--- src/rtl/rv32i_pkg.sv ---
// ---------------------------------------------------------------------------
// rv32i_pkg : shared RV32I ALU encodings.
//   - funct3 codes for the OP / OP-IMM groups
//   - ctrl codes understood by the shared alu
//   - decode(): {funct3, funct7[5], is_imm} -> {alu ctrl, use_cmp, cmp_unsigned}
// ---------------------------------------------------------------------------
package rv32i_pkg;

   localparam logic [2:0] F3_ADD  = 3'b000;
   localparam logic [2:0] F3_SLL  = 3'b001;
   localparam logic [2:0] F3_SLT  = 3'b010;
   localparam logic [2:0] F3_SLTU = 3'b011;
   localparam logic [2:0] F3_XOR  = 3'b100;
   localparam logic [2:0] F3_SR   = 3'b101;
   localparam logic [2:0] F3_OR   = 3'b110;
   localparam logic [2:0] F3_AND  = 3'b111;

   localparam logic [2:0] ALU_ADD = 3'b000;
   localparam logic [2:0] ALU_SUB = 3'b001;
   localparam logic [2:0] ALU_AND = 3'b010;
   localparam logic [2:0] ALU_OR  = 3'b011;
   localparam logic [2:0] ALU_XOR = 3'b100;
   localparam logic [2:0] ALU_SLL = 3'b101;
   localparam logic [2:0] ALU_SRL = 3'b110;
   localparam logic [2:0] ALU_SRA = 3'b111;

   typedef struct packed {
      logic [2:0] ctrl;
      logic       use_cmp;       // result comes from the in-stage comparator
      logic       cmp_unsigned;  // SLTU rather than SLT
   } dec_t;

   function automatic dec_t decode(input logic [2:0] f3, input logic alt,
                                   input logic is_imm);
      dec_t d;
      d = '{ctrl: ALU_ADD, use_cmp: 1'b0, cmp_unsigned: 1'b0};
      case (f3)
         // ADDI has no SUB form: bit 30 of its immediate is data, not alt
         F3_ADD:  d.ctrl = (alt && !is_imm) ? ALU_SUB : ALU_ADD;
         F3_SLL:  d.ctrl = ALU_SLL;
         F3_SLT:  d.use_cmp = 1'b1;
         F3_SLTU: begin d.use_cmp = 1'b1; d.cmp_unsigned = 1'b1; end
         F3_XOR:  d.ctrl = ALU_XOR;
         // SRAI keeps bit 30 set in its encoding, so alt selects for both forms
         F3_SR:   d.ctrl = alt ? ALU_SRA : ALU_SRL;
         F3_OR:   d.ctrl = ALU_OR;
         default: d.ctrl = ALU_AND;
      endcase
      return d;
   endfunction

endpackage

--- src/rtl/alu.sv ---
// ---------------------------------------------------------------------------
// alu : shared combinational ALU.
//   i_ctrl   [2:0]          operation (ALU_* codes from rv32i_pkg)
//   i_a      [data_width]   first operand
//   i_b      [data_width]   second operand; low $clog2(data_width) bits are
//                           the shift amount for shift ops
//   o_result [data_width]   result, add/sub wrap modulo 2^data_width
// ---------------------------------------------------------------------------
module alu
   import rv32i_pkg::*;
#(
   parameter int data_width = 32
) (
   input  logic [2:0]            i_ctrl,
   input  logic [data_width-1:0] i_a,
   input  logic [data_width-1:0] i_b,
   output logic [data_width-1:0] o_result
);

   localparam int SW = $clog2(data_width);

   logic [SW-1:0] w_shamt;
   assign w_shamt = i_b[SW-1:0];

   always_comb begin
      o_result = '0;
      case (i_ctrl)
         ALU_ADD: o_result = i_a + i_b;
         ALU_SUB: o_result = i_a - i_b;
         ALU_AND: o_result = i_a & i_b;
         ALU_OR:  o_result = i_a | i_b;
         ALU_XOR: o_result = i_a ^ i_b;
         ALU_SLL: o_result = i_a << w_shamt;
         ALU_SRL: o_result = i_a >> w_shamt;
         default: o_result = $signed(i_a) >>> w_shamt;
      endcase
   end

endmodule

--- src/rtl/ex_alu_stage.sv ---
// ---------------------------------------------------------------------------
// ex_alu_stage : RV32I execute stage feeding register-file writeback.
//   clk, rst_n          clock, async active-low reset
//   flush               sync; drops all buffered results
//   in_valid/in_ready   accept handshake (in_ready from registered count only)
//   in_funct3, in_alt, in_is_imm   decoded operation
//   in_a, in_b, in_tag  operands and destination register
//   out_valid/out_ready result handshake
//   out_result, out_tag head of the 2-entry result buffer
// Result is computed at accept and written into the buffer, so it is
// visible the cycle after acceptance.
// ---------------------------------------------------------------------------
module ex_alu_stage
   import rv32i_pkg::*;
#(
   parameter int data_width = 32,
   parameter int tag_width  = 5
) (
   input  logic                  clk,
   input  logic                  rst_n,
   input  logic                  flush,
   input  logic                  in_valid,
   output logic                  in_ready,
   input  logic [2:0]            in_funct3,
   input  logic                  in_alt,
   input  logic                  in_is_imm,
   input  logic [data_width-1:0] in_a,
   input  logic [data_width-1:0] in_b,
   input  logic [tag_width-1:0]  in_tag,
   output logic                  out_valid,
   input  logic                  out_ready,
   output logic [data_width-1:0] out_result,
   output logic [tag_width-1:0]  out_tag
);

   localparam int SW = $clog2(data_width);

   dec_t                  w_dec;
   logic                  w_is_shift;
   logic [data_width-1:0] w_alu_b;
   logic [data_width-1:0] w_alu_res;
   logic                  w_lt;
   logic [data_width-1:0] w_res;
   logic                  w_accept;
   logic                  w_pop;

   logic [data_width-1:0] r_res [2];
   logic [tag_width-1:0]  r_tag [2];
   logic                  r_wr_ptr;
   logic                  r_rd_ptr;
   logic [1:0]            r_count;

   assign w_dec      = decode(in_funct3, in_alt, in_is_imm);
   assign w_is_shift = (w_dec.ctrl == ALU_SLL) || (w_dec.ctrl == ALU_SRL) ||
                       (w_dec.ctrl == ALU_SRA);
   // shifts see only the shamt field so upper immediate bits cannot leak in
   assign w_alu_b    = w_is_shift ? data_width'(in_b[SW-1:0]) : in_b;

   alu #(.data_width(data_width)) u_alu (
      .i_ctrl   (w_dec.ctrl),
      .i_a      (in_a),
      .i_b      (w_alu_b),
      .o_result (w_alu_res)
   );

   assign w_lt  = w_dec.cmp_unsigned ? (in_a < in_b)
                                     : ($signed(in_a) < $signed(in_b));
   assign w_res = w_dec.use_cmp ? data_width'(w_lt) : w_alu_res;

   assign in_ready   = (r_count != 2'd2);
   assign out_valid  = (r_count != 2'd0);
   assign out_result = r_res[r_rd_ptr];
   assign out_tag    = r_tag[r_rd_ptr];

   assign w_accept = in_valid && in_ready;
   assign w_pop    = out_valid && out_ready;

   always_ff @(posedge clk or negedge rst_n) begin
      if (!rst_n) begin
         for (int i = 0; i < 2; i++) begin
            r_res[i] <= '0;
            r_tag[i] <= '0;
         end
         r_wr_ptr <= 1'b0;
         r_rd_ptr <= 1'b0;
         r_count  <= 2'd0;
      end else if (flush) begin
         r_wr_ptr <= 1'b0;
         r_rd_ptr <= 1'b0;
         r_count  <= 2'd0;
      end else begin
         if (w_accept) begin
            r_res[r_wr_ptr] <= w_res;
            r_tag[r_wr_ptr] <= in_tag;
            r_wr_ptr        <= ~r_wr_ptr;
         end
         if (w_pop) r_rd_ptr <= ~r_rd_ptr;
         case ({w_accept, w_pop})
            2'b10:   r_count <= r_count + 2'd1;
            2'b01:   r_count <= r_count - 2'd1;
            default: r_count <= r_count;
         endcase
      end
   end

endmodule

--- config.mk ---
export PLATFORM = sky130hd
export DESIGN_NAME = ex_alu_stage
export DESIGN_NICKNAME = d
export VERILOG_FILES = /design/src/rtl/rv32i_pkg.sv /design/src/rtl/alu.sv /design/src/rtl/ex_alu_stage.sv
export SDC_FILE = /design/constraint.sdc
export NUM_CORES = 1
export LEC_CHECK = 0
export CAP_MARGIN = 40
export CORE_MARGIN = 2
export CORE_UTILIZATION = 61
export DETAILED_ROUTE_END_ITERATION = 12
export GPL_TIMING_DRIVEN = 0
export HOLD_SLACK_MARGIN = 0.06
export PLACE_DENSITY_LB_ADDON = 0.15
export SLEW_MARGIN = 5
export SYNTH_ARGS = -nofsm -noshare
export SYNTH_HDL_FRONTEND = slang
export SYNTH_SLANG_ARGS = --single-unit
--- constraint.sdc ---
create_clock -name clk -period 2.4 [get_ports clk]
set_input_delay 0.48 -clock clk [delete_from_list [all_inputs] [get_ports clk]]
set_output_delay 0.48 -clock clk [all_outputs]
set_load 0.03 [all_outputs]
==> results.md, run 1 <==
- GRT overflow: 312
- GRT Overall Usage: 84.1%
- Number of flops mapped to enable cells by yosys: 0
- Starting density of the core: 62.6%
- Syn Inst Count: 1666
- Buffers on Ports: 115
- Pre-CTS WS: -3.15 ns
- CTS Sinks: 78
- I/O pin count: 118
- Status: aborted with a tool error
- Area leader, netlist: dfrtp_1
- Top cells by count, synth: nand2_1, nor2_1, ha_1
- Async set or reset register ratio after synthesis: 100%
- Most common cell in the netlist: nand2_1
- Syn_area_per_cell: 7.95 µm²
- Post-DP HPWL: 48700 µm
- Synth Cell Area: 0.0132 mm²
- Htree depth: 3
- Error Message: [ERROR GRT-0232] Routing congestion too high. Check the congestion heatmap in the GUI.
- Netlist cell types: 82
- Ranking of synthesized cells by area: dfrtp_1, ha_1, mux4_2
- Largest net degree at the start of global routing: 69
- Die Wd: 151 µm
- Area fraction of the dominant cell type after synthesis: 14.7%
- #FFs+latches synth: 78
- Die span in y: 151 µm
- CTS max path bufs: 2
- Syn nets: 1874
- Stop stage: 5_1_grt
- Row Count: 53
- Seq/Total Area, Yosys: 14.7%
- Root buf cell: clkbuf_16
- Routability congestion estimate: 1.27
- Post-Place Cells: 2061
- Yosys warns: 0
- Total CTS buffers: 9
- Synth Flop Type: dfrtp_1
## per-stage QoR
step	utilization, %	area [µm²]	hold WS, ns
after CTS	81.4	17200	0.478
after floorplan	-	13700	0.184
after detailed placement	72.3	15300	0.332
after global placement	72.0	15200	0.449
## metal layers
layer / overflow / GRT usage (%)
met4: 114 / 85.3
met2: 173 / 97.7
met3: 14 / 72.6
met5: 2 / 43.4
met1: 9 / 82.8
## what timing repair did
item	4_1_cts
setup buffers	83
pin swaps	116
setup endpoints to repair	111
hold buffers	1
resized for setup	372
hold endpoints to repair	10
## cell families after synthesis
| logic type | synth area share (%) |
|---|---|
| mux | 20.6 |
| buf+inv | 7.39 |
| compound gates | 25.2 |
| flops | 14.7 |
| fa+ha+maj | 12.2 |
| simple gates | 17.0 |
| xor+xnor | 2.78 |
==> run 2, diff against run 1 <==
--- a/config.mk
+++ b/config.mk
@@ -7,10 +7,9 @@
 export LEC_CHECK = 0
 export CAP_MARGIN = 40
 export CORE_MARGIN = 2
-export CORE_UTILIZATION = 61
+export CORE_UTILIZATION = 40
 export DETAILED_ROUTE_END_ITERATION = 12
 export GPL_TIMING_DRIVEN = 0
-export HOLD_SLACK_MARGIN = 0.06
 export PLACE_DENSITY_LB_ADDON = 0.15
 export SLEW_MARGIN = 5
 export SYNTH_ARGS = -nofsm -noshare
==> results.md, run 2 <==
- Synth Flop Type: dfrtp_1 (unchanged)
- Die Wd: 186 µm (was 151 µm)
- Routed len/inst: 30.9 µm
- Crit path cell chain: buf_8, buf_6, buf_12, buf_12, nor3_4, nand2_2, a21o_1, o21ai_1, nand2_1, o21a_1, nor2_2, a21oi_4, ha_4, a21oi_4, o21ai_2, nor3_2, a211oi_4, buf_4, a21oi_4, xnor2_2, a211oi_2, o31ai_1
- CP Capture Type: register
- Syn Inst Count: 1666 (unchanged)
- Startpoint types: input port
- WP data arrival: 4.05 ns
- GRT Overall Usage: 41.4%
- Crit path kind: in2reg
- First-pass GRT wire length: 103000 µm
- Endpoints failing setup: 64
- Seq/Total Area, Yosys: 14.7% (unchanged)
- Total CTS buffers: 9 (unchanged)
- Vias: 15900
- Fmax: 260 MHz
- Syn_area_per_cell: 7.95 µm² (unchanged)
- Clk_skew: 0.00598 ns
- Worst VDD drop: 0.436 mV
- Pre-CTS WS: -3.15 ns (about the same)
- Area fraction of the dominant cell type after synthesis: 14.7% (unchanged)
- Vias/cell: 6.68
- Slowest cell on crit path: a211oi_2
- Antenna violations before repair: 2
- Buffers on Ports: 115 (unchanged)
- GRT overflow: 0
- Slew @ Worst Pin: 1.01 ns
- Slew Viols, Final: 0
- Top fanout value on the critical path: 7
- Max reg flops: 64
- Min-Delay Path Class: in2async
- Largest net degree at the start of global routing: 51
- CTS max path bufs: 2 (unchanged)
- Layout cells sized above 1: 34.6%
- Die span in y: 186 µm (was 151 µm)
- Top cells by count, synth: nand2_1, nor2_1, ha_1 (unchanged)
- Top reg by flops: r_res
- Crit-path most repeated cell: a21oi_4
- Row Count: 66 (was 53)
- Core area: 0.0325 mm²
- Die Area: 0.0346 mm²
- Netlist cell types: 82 (unchanged)
- Crit-path max cell delay: 0.33 ns
- #FFs+latches synth: 78 (unchanged)
- Area delta synth->final: 42.2%
- Worst EP required: 2.60 ns
- Fin crit share: 160%
- Max Cap Violations: 0
- Clock Latency Late Sink: 0.34 ns
- Root buf cell: clkbuf_16 (unchanged)
- Post-DP HPWL: 55500 µm (was 48700 µm)
- Final instance area: 0.0188 mm²
- Commonest non-fill, non-tap cell in the layout: nand2_1
- Top flop regs: r_res (64), r_tag (10), r_count (2)
- DRC Markers: 0
- Cell area power density: 472 mW/mm²
- CTS Sinks: 78 (unchanged)
- Most frequent cells in the layout: nand2_1, nor2_1, buf_4
- Cell family with most CP delay: compound AO/OA/AOI/OAI gates
- Most common cell in the netlist: nand2_1 (unchanged)
- Async set or reset register ratio after synthesis: 100% (unchanged)
- Number of flops mapped to enable cells by yosys: 0 (unchanged)
- Fin. Hold Viols: 0
- Routability congestion estimate: 1.07 (was 1.27)
- RSZ-0062 raised after global routing: true
- Failing checks: setup timing
- Clock slew at reported path FFs: 0.06 ns
- Vias in the first global route: 14900
- Drt first pass iters: 6
- Synth Cell Area: 0.0132 mm² (unchanged)
- Iter 0 DRT Violations: 1939
- Htree depth: 3 (unchanged)
- Final setup margin: -1.45 ns
- CTS tree: yes
- Syn nets: 1874 (unchanged)
- Area leader, netlist: dfrtp_1 (unchanged)
- R2R setup slack: 0.08 ns
- Post-DRT Antenna Nets: 0
- Final nets: 2145
- I/O pin count: 118 (unchanged)
- Static leakage: 0.00822 µW
- Status: complete, but fails checks (was aborted with a tool error)
- DRT Wirelength: 73700 µm
- Worst Path Buf+Inv: 5
- Starting density of the core: 40.7% (was 62.6%)
- Placement Cell Area: 0.0155 mm² (was 0.0153 mm²)
- Ranking of synthesized cells by area: dfrtp_1, ha_1, mux4_2 (unchanged)
- Yosys warns: 0 (unchanged)
- Max-Slew Margin vs Limit: 32.4%
- Post-layout min period: 3.85 ns
## run 2: stage by stage
| step | cells | setup TNS (ns) | total power (µW) | hold WS (ns) | util [%] |
|---|---|---|---|---|---|
| 6_report | 2385 | -74.29 | 8880 | 0.0755 | 57.9 |
| 5_1_grt | 2384 | -79.04 | 9240 | 0.104 | 57.9 |
| 4_1_cts | 2341 | -72.53 | 8350 | 0.0782 | 54.7 |
| 3_5_place_dp | 2232 | -190.78 | 6440 | 0.434 | 47.8 |
| 3_3_place_gp | 2223 | -337.73 | 6380 | 0.449 | 47.5 |
| 2_1_floorplan | 1666 | -59.68 | 4720 | 0.184 | - |
## run 2: worst paths after layout
kind	start	to	depth (start not counted)
max	in_b[0]	r_res[60]	22
min	rst_n	r_res[10]	1
max reg2reg	r_count[0]	r_res[63]	7
min reg2reg	r_tag[1]	r_tag[1]	2
max in group asynchronous	rst_n	r_tag[7]	2
min in group clk	r_tag[1]	r_tag[1]	2
## run 2: layout make-up
class / count / area [µm²]
well taps: 442 / 553
repair buffers: 265 / 2410
inverters: 109 / 447
clock buffers: 13 / 260
diodes: 1 / 2.50
plain buffers: 113 / 1050
multi-input cells: 1361 / 12100
clock inverters: 3 / 42.5
fillers: 3019 / 13700
flip-flops and latches: 78 / 1950
## run 2: power breakdown
group	internal, µW	leakage [µW]	switching [µW]
Sequential	1690	0.000996	192
Clock	861	0.000146	511
Combinational	2380	0.00708	3250
## run 2: what timing repair did
action | 4_1_cts | 5_1_grt
setup buffers | 95 | 48
gates resized for setup | 431 | 186
setup endpoints to repair | 111 | 75
pin swaps | 105 | 124
hold buffers | 0 | 0
## run 2: cells by family (layout without fill, tap and decap cells)
| kind of cell | Yosys count | count (layout) | share of synthesized area (%) |
|---|---|---|---|
| AO/OA/AOI/OAI | 501 | 501 | 25.2 |
| flip-flops | 78 | 78 | 14.7 |
| AND/OR/NAND/NOR | 510 | 510 | 17.0 |
| XOR/XNOR | 42 | 42 | 2.78 |
| buffers and inverters | 227 | 503 | 7.39 |
| other | 0 | 1 | 0 |
| multiplexers | 179 | 179 | 20.6 |
| adder cells (fa/ha/maj) | 129 | 129 | 12.2 |
## run 2: per-layer routing
layer  global-route usage, %  routed length (µm)  up-vias
met2                    63.2               31200     1138
li1                        -                   -     6739
met4                    24.4                5800        2
met3                    9.53                7990      304
met5                       0                  12        -
met1                    53.2               28600     7759
No activity file was read; power rests on OpenSTA's default activity.
